`src/rtl/wb_arb_pkg.sv`:
```
// Shared definitions for the two-master Wishbone arbiter: FSM state encoding,
// master indices and the round-robin tie-break helper.
package wb_arb_pkg;

   typedef enum logic [1:0] {
      IDLE = 2'd0,
      GNT0 = 2'd1,
      GNT1 = 2'd2
   } arb_state_e;

   localparam logic MST_FETCH = 1'b0;
   localparam logic MST_DATA  = 1'b1;

   // On a tie the master that was not served most recently wins.
   function automatic logic pick_tie(input logic last_gnt);
      return ~last_gnt;
   endfunction

endpackage

```
`src/rtl/wb_arb_timeout.sv`:
```
// Stall watchdog for the granted Wishbone cycle: counts strobed cycles without
// ACK and flags the cycle in which the count has reached TIMEOUT.
module wb_arb_timeout
   import wb_arb_pkg::*;
#(
   parameter int TIMEOUT = 255,
   parameter int CNT_W   = 8
) (
   input  logic clk_i,
   input  logic rst_i,
   input  logic active_i,
   input  logic stb_i,
   input  logic ack_i,
   output logic err_o
);

   logic [CNT_W-1:0] cnt_q;
   logic [CNT_W-1:0] cnt_d;
   logic             hit;

   assign hit   = (cnt_q == CNT_W'(TIMEOUT));
   assign err_o = active_i & hit;

   // Counter sits at zero while idle, so every new grant starts from zero.
   always_comb begin
      cnt_d = cnt_q;
      if (!active_i || ack_i) begin
         cnt_d = '0;
      end else if (stb_i && !hit) begin
         cnt_d = cnt_q + CNT_W'(1);
      end
   end

   always_ff @(posedge clk_i or posedge rst_i) begin
      if (rst_i) begin
         cnt_q <= '0;
      end else begin
         cnt_q <= cnt_d;
      end
   end

endmodule

```
`src/rtl/wb_bus_arbiter.sv`:
```
// Two-master (fetch / data) to one-slave Wishbone B4 classic arbiter with
// round-robin tie-break. Define WB_ARB_TIMEOUT_EN to abort hung slave cycles.
//
// state | meaning
// IDLE  | no owner; slave port and all responses driven 0
// GNT0  | master 0 (fetch) owns the slave port until it drops CYC
// GNT1  | master 1 (data) owns the slave port until it drops CYC
module wb_bus_arbiter
   import wb_arb_pkg::*;
#(
   parameter int TIMEOUT = 255,
   parameter int CNT_W   = 8
) (
   input  logic        CLK_I,
   input  logic        RST_I,
   input  logic [31:0] M0_ADR_I,
   input  logic [31:0] M0_DAT_I,
   input  logic [3:0]  M0_SEL_I,
   input  logic        M0_CYC_I,
   input  logic        M0_STB_I,
   input  logic        M0_WE_I,
   output logic [31:0] M0_DAT_O,
   output logic        M0_ACK_O,
   output logic        M0_ERR_O,
   input  logic [31:0] M1_ADR_I,
   input  logic [31:0] M1_DAT_I,
   input  logic [3:0]  M1_SEL_I,
   input  logic        M1_CYC_I,
   input  logic        M1_STB_I,
   input  logic        M1_WE_I,
   output logic [31:0] M1_DAT_O,
   output logic        M1_ACK_O,
   output logic        M1_ERR_O,
   output logic [31:0] ADR_O,
   output logic [31:0] DAT_O,
   output logic [3:0]  SEL_O,
   output logic        CYC_O,
   output logic        STB_O,
   output logic        WE_O,
   input  logic [31:0] DAT_I,
   input  logic        ACK_I
);

   if (TIMEOUT < 1 || TIMEOUT >= (1 << CNT_W)) begin : g_bad_timeout
      $error("wb_bus_arbiter: TIMEOUT must be in 1..2^CNT_W-1");
   end

   arb_state_e state_q;
   arb_state_e state_d;
   logic       last_gnt_q;
   logic       last_gnt_d;
   logic       req0;
   logic       req1;
   logic       err_w;

   assign req0 = M0_CYC_I & M0_STB_I;
   assign req1 = M1_CYC_I & M1_STB_I;

   always_comb begin
      state_d    = state_q;
      last_gnt_d = last_gnt_q;
      unique case (state_q)
         IDLE: begin
            if (req0 && req1) begin
               if (pick_tie(last_gnt_q) == MST_FETCH) begin
                  state_d    = GNT0;
                  last_gnt_d = MST_FETCH;
               end else begin
                  state_d    = GNT1;
                  last_gnt_d = MST_DATA;
               end
            end else if (req0) begin
               state_d    = GNT0;
               last_gnt_d = MST_FETCH;
            end else if (req1) begin
               state_d    = GNT1;
               last_gnt_d = MST_DATA;
            end
         end
         GNT0: begin
            if (!M0_CYC_I || err_w) state_d = IDLE;
         end
         GNT1: begin
            if (!M1_CYC_I || err_w) state_d = IDLE;
         end
         default: state_d = IDLE;
      endcase
   end

   always_ff @(posedge CLK_I or posedge RST_I) begin
      if (RST_I) begin
         state_q    <= IDLE;
         last_gnt_q <= MST_DATA;
      end else begin
         state_q    <= state_d;
         last_gnt_q <= last_gnt_d;
      end
   end

   // Slave port and responses depend only on the registered owner, never on
   // the current request lines, so grant changes only take effect at an edge.
   always_comb begin
      ADR_O    = '0;
      DAT_O    = '0;
      SEL_O    = '0;
      CYC_O    = 1'b0;
      STB_O    = 1'b0;
      WE_O     = 1'b0;
      M0_ACK_O = 1'b0;
      M0_ERR_O = 1'b0;
      M1_ACK_O = 1'b0;
      M1_ERR_O = 1'b0;
      unique case (state_q)
         GNT0: begin
            ADR_O    = M0_ADR_I;
            DAT_O    = M0_DAT_I;
            SEL_O    = M0_SEL_I;
            WE_O     = M0_WE_I;
            CYC_O    = M0_CYC_I & ~err_w;
            STB_O    = M0_STB_I & ~err_w;
            M0_ACK_O = ACK_I & ~err_w;
            M0_ERR_O = err_w;
         end
         GNT1: begin
            ADR_O    = M1_ADR_I;
            DAT_O    = M1_DAT_I;
            SEL_O    = M1_SEL_I;
            WE_O     = M1_WE_I;
            CYC_O    = M1_CYC_I & ~err_w;
            STB_O    = M1_STB_I & ~err_w;
            M1_ACK_O = ACK_I & ~err_w;
            M1_ERR_O = err_w;
         end
         default: ;
      endcase
   end

   assign M0_DAT_O = DAT_I;
   assign M1_DAT_O = DAT_I;

`ifdef WB_ARB_TIMEOUT_EN
   logic active_w;

   assign active_w = (state_q == GNT0) || (state_q == GNT1);

   wb_arb_timeout #(
      .TIMEOUT (TIMEOUT),
      .CNT_W   (CNT_W)
   ) u_timeout (
      .clk_i    (CLK_I),
      .rst_i    (RST_I),
      .active_i (active_w),
      .stb_i    (STB_O),
      .ack_i    (ACK_I),
      .err_o    (err_w)
   );
`else
   assign err_w = 1'b0;
`endif

endmodule

```
`config.mk`:
```
export PLATFORM = sky130hd
export DESIGN_NAME = wb_bus_arbiter
export DESIGN_NICKNAME = d
export VERILOG_FILES = /design/src/rtl/wb_arb_pkg.sv /design/src/rtl/wb_arb_timeout.sv /design/src/rtl/wb_bus_arbiter.sv
export SDC_FILE = /design/constraint.sdc
export NUM_CORES = 1
export LEC_CHECK = 0
export CAP_MARGIN = 30
export CORE_AREA = 2 2 123 125
export DETAILED_ROUTE_END_ITERATION = 8
export DIE_AREA = 0 0 125 127
export DONT_BUFFER_PORTS = 1
export GPL_TIMING_DRIVEN = 0
export RECOVER_POWER = 100
export SYNTH_ARGS = -nofsm -noshare
export SYNTH_HDL_FRONTEND = slang
export SYNTH_SLANG_ARGS = --single-unit
```
`constraint.sdc`:
```
create_clock -name CLK_I -period 1.25 [get_ports CLK_I]
set_input_delay 0.25 -clock CLK_I [delete_from_list [all_inputs] [get_ports CLK_I]]
set_output_delay 0.25 -clock CLK_I [all_outputs]
set_load 0.005 [all_outputs]
```
After elaboration in Yosys (flattened, before gate mapping)
Index checks and enable logic that the tools add are counted.
{"block": "classes", "eq_ne": 5, "muxes": 19, "n_bitwise": 2, "reduce_logical": 5}
{"cell": "32-bit one-hot mux with 2 select lines", "count": 2}
{"cell": "2-bit two-way mux", "count": 6}
{"cell": "4-bit one-hot mux with 2 select lines", "count": 1}
{"cell": "1-bit two-way mux", "count": 6}
{"cell": "1-bit one-hot mux with 2 select lines", "count": 3}
{"cell": "2-bit one-hot mux with 3 select lines", "count": 1}
{"cell": "2-bit inequality test (second input constant)", "count": 2}
{"cell": "4-bit inequality test (second input constant)", "count": 1}
{"cell": "3-bit AND reduction", "count": 1}
{"cell": "3-bit nonzero test", "count": 1}
{"cell": "1-bit AND", "count": 2}
{"cell": "2-bit by 1-bit equality test with 1-bit output (second input constant)", "count": 1}
{"cell": "2-bit equality test (second input constant)", "count": 1}
{"cell": "2-bit zero test", "count": 1}
{"cell": "2-bit AND reduction", "count": 1}
{"cell": "1-bit logical AND", "count": 1}
{"block": "word_totals", "register_bits": 3, "in_bits": 177, "out_inout_bits": 139, "wordCells": 33}

Longest topological paths before layout
{"block": "logic_depth", "depth_word": 5, "depth_mapped": 6, "depth_no_buf": 5}

Worst setup path after synthesis
Ideal clock, no wire load.
{"block": "synth_path", "path_type": "register to output", "start": "reg state_q[1]", "end": "out ADR_O[12]", "arrival_ns": 1.154, "required_ns": 1.000, "setup_slack_ns": -0.154, "path_stages_with_launch": 7, "n_path_buf": 2, "cell_sequence": "dfrtp_1 inv_1 ha_1 buf_2 buf_2 a22oi_1 nor2b_1"}
{"block": "synth_via", "elab_chain_len": 2, "elab_cells_between_ends": 3, "cone_classes": "eq/ne (2); mux (1)"}
{"item": "start, declared", "line": "wb_bus_arbiter.sv:48", "rtl": "arb_state_e state_q;"}
{"item": "start signal, assigned", "line": "wb_bus_arbiter.sv:95", "rtl": "state_q <= state_d;"}
{"item": "2-bit equality test or 2-bit by 1-bit equality test with 1-bit output (tied branches)", "line": "wb_bus_arbiter.sv:113", "rtl": "unique case (state_q)"}
{"item": "32-bit one-hot mux with 2 select lines *", "line": "wb_bus_arbiter.sv:113"}
{"item": "end, declared", "line": "wb_bus_arbiter.sv:34", "rtl": "output logic [31:0] ADR_O,"}
Mark *: on every way between the ends. The rest lies on a longest branch, timed or not.

Worst setup path in the final report
{"block": "layout_path", "start": "reg state_q[0]", "end": "out ADR_O[7]"}
Same word-level chain as after synthesis.

==> impl_results.md <==
* Outcome: complete, but fails checks
* Violations in the final reports: negative setup slack
* Floorplan Core Area at roughly 14000 µm²
* Reg-to-reg slack, setup at -0.39 ns
* CP required at 1.00 ns
* Worst setup SP type: flip-flop
* Storage element area at ~76 µm²
* Clock tree from TritonCTS: yes
* M1 wire length at around 3.3 mm
* Worst Path Max Fanout at 10
* Average footprint of a synthesized cell at just over 7 µm²
* Worst Skew at 0.00241 ns
* Seq/Total Area, Yosys at 0.0418
* Worst supply voltage drop on vdd at 1560 µV
* Max layer used: met4
* CTS buffer count at 3
* Routed wl met2 at 4.94 mm
* Area of combinational cells with multiple inputs at 1490 µm²
* Average routed wire per standard cell at 19.7 µm
* Die outline height at approximately 130 µm
* Start point of the critical path: state_q[0]
* Hold Crit Start: M1_STB_I
* Die boundary width at ~130 µm
* Root cell of the clock tree: sky130_fd_sc_hd__clkbuf_16
* Ant. Diodes at 0
* Level count of the clock H-tree at 1
* Setup total negative slack at -34.47 ns
* Worst slack at placement at -0.794 ns
* Wire length of the first global-routing pass at roughly 10 mm
* Capture instance of the worst register-to-register path: state_q[1]
* Detailed-route vias per instance at about 4.4
* Iteration-0 DRC Markers at 55
* Worst path slowest cell: sky130_fd_sc_hd__dfrtp_1
* Global Route Usage Sum at 0.0831
* Final Hold Fails at 0
* Static Leak at approximately 1.1 nW
* Starting density of the core at 0.126
* Dpl hpwl at approximately 6.7 mm
* Std-Cell Rows at between 40 and 50
* Min Tclk post-route at between 1.5 and 2 ns
* Maximum buffer depth of the clock tree at 2
* Number of antenna-violating nets in the routed design at 0
* Fmax achieved at about 570 MHz
* Pin count of the biggest net entering global routing at 11
* Cells along the critical path: inv_2, ha_4, buf_12, buf_12, a22oi_2, nor2b_2
* Final setup slack of the worst path at -0.495 ns
* Number of synthesized register bits at 3
* Leftover overflow at the end of global routing at 0
* Vias in the first global route at ~1800
* Worst hold-check path type: input port to flip-flop
* Area enclosed by the die boundary at 15900 µm²
* IO Count at 316
* Min-Delay Path Depth at 2
* Count of final max-slew check failures at 0
* Number of cells produced by synthesis at 254
* Final worst-path cycle share at 1.40
* Placer Congestion at about 0.9
* Worst-Skew Late Latency at between 0.2 and 0.25 ns
* Arrival time at the worst endpoint at 1.50 ns
* Unrepaired setup endpoints after global routing: true
* Met3 wire len at about 750 µm
* Ratio of cells with drive above 1 in the final layout at 0.687
* Reg2reg path depth at 8
* Clock input transition at the sequential cells of the worst setup and hold paths at approximately 0.03 ns
* TritonRoute pass-1 iters at 4
* Post-layout nets at ~460
* Most numerous cell on the critical path: sky130_fd_sc_hd__buf_12
* CP max stage delay at between 0.3 and 0.4 ns
* Hold Path Sink: state_q[0]
* Antenna violations before repair at 0
* Vias after detailed routing at 2028
* CP endpoint kind: output pin
* # clock sinks at 3
* Filler instances at 1576
* Worst hold margin at 0.298 ns
* Start-to-end type of the worst setup path: flip-flop to output pin
* Finish-stage setup viols at 75
* Number of DRC violations after detailed routing at 0
* P&R area growth vs syn at 68.9%
* Distinct cells, synth at 21
* I/O Buffers at 0
* Reg-to-reg critical path startpoint: state_q[0]
* Number of warnings reported in the yosys synthesis log at 0
* Areal power density over the cells at 2640 nW/µm²
* Maxcap violations at 0
* Cell area after synthesis at 1820 µm²
* Final wirelength at roughly 9 mm
-- cells in the final DEF, fill, tap and decap left out, types with 2 or more instances in the layout --
cell                        synthesis  routed
sky130_fd_sc_hd__a22oi_2            0      36
sky130_fd_sc_hd__ha_4               0       3
sky130_fd_sc_hd__buf_8              0       8
sky130_fd_sc_hd__clkbuf_16          0      11
sky130_fd_sc_hd__buf_4             66       6
sky130_fd_sc_hd__clkbuf_4           0      64
sky130_fd_sc_hd__inv_2              0       2
sky130_fd_sc_hd__inv_1              4       2
sky130_fd_sc_hd__a22oi_1           72      36
sky130_fd_sc_hd__nor2b_4            0       9
sky130_fd_sc_hd__nor2b_2            0      22
sky130_fd_sc_hd__dfrtp_1            2       2
sky130_fd_sc_hd__buf_12             0      11
sky130_fd_sc_hd__and2_4             0       2
sky130_fd_sc_hd__nor2b_1           71      40
sky130_fd_sc_hd__buf_6              1      10
sky130_fd_sc_hd__conb_1             1       2
-- layer usage --
metal / GRT usage / up-vias
li1: - / 884
met2: 0.146 / 159
met5: 0 / -
met4: 0.0196 / 0
met1: 0.107 / 974
met3: 0.0130 / 11
-- logic make-up after synthesis --
family	after synthesis	synth area share
and+or+nand+nor	76	0.259
AOI/OAI and AO/OA	78	0.335
adders and majority gates	3	0.0206
buffers and inverters	93	0.342
other	1	0.00206
DFF	3	0.0418
-- what timing repair did --
action / CTS / global route
resized for setup: 26 / 114
setup buffers: 3 / 6
endpoints found under the hold margin: 3 / 0
endpoints found under the setup margin: 75 / 75
hold buffers: 1 / 0
pin swaps: 0 / 17
cloned: 0 / 9
-- sequential cells by signal, indices dropped and copies added, names as in the netlist --
| name | cells |
|---|---|
| last_gnt_q | 1 |
| state_q | 2 |
-- area by class of cell --
| type | instances | area share |
|---|---|---|
| Tap cell | 184 | 0.0747 |
| Sequential cell | 3 | 0.0248 |
| Clock buffer | 4 | 0.0256 |
| Timing Repair Buffer | 19 | 0.106 |
| Multi-Input combinational cell | 159 | 0.484 |
| Inverter | 4 | 0.00487 |
| Buffer | 89 | 0.280 |
-- report_power, final --
part	switching (mW)	internal (mW)	leakage, nW
clock network	0.0943	0.421	0.0382
registers	0.0344	0.154	0.0365
logic	3.19	4.23	1.00
total	3.32	4.81	1.08
-- through the flow --
stage | total power [mW] | utilization | cell area [µm²] | std cells
after floorplan | 3.54 | - | 1930 | 255
after global placement | 4.37 | 0.150 | 2160 | 439
after detailed placement | 4.53 | 0.150 | 2160 | 439
after CTS | 5.56 | 0.164 | 2370 | 447
after global routing | 8.60 | 0.214 | 3080 | 462
final | 8.13 | 0.214 | 3080 | 462
-- cells in the mapped netlist (all sizes together) --
library cell  count  area, µm²
buf              82        582
a22oi            73        562
nor2b            71        444
clkbuf            7       26.3
inv               4       15.0
ha                3       37.5
and2              2       12.5
dfrtp             2       50.1
nand2             2       10.0
a21boi            1       11.3
a31o              1       8.76
a31oi             1       6.26
conb              1       3.75
dfstp             1       26.3
nand2b            1       6.26
o22ai             1       6.26
o32ai             1       16.3
-- worst max path at each step --
stage | end | slack (ns)
2_1_floorplan | ADR_O[0] | -0.08
3_3_place_gp | SEL_O[1] | -0.74
3_5_place_dp | SEL_O[1] | -0.79
4_1_cts | ADR_O[6] | -0.52
5_1_grt | DAT_O[18] | -0.55
6_report | ADR_O[7] | -0.50
-- worst max-delay path: cells and delay by family (launching register included) --
family                   cells  cell delay (ns)
AND/OR/NAND/NOR              1             0.18
AO/OA/AOI/OAI                1             0.09
buffers and inverters        3             0.42
flip-flops                   1             0.39
adder cells (fa/ha/maj)      1             0.19
Note: power is estimated with default switching activity, not from simulation.
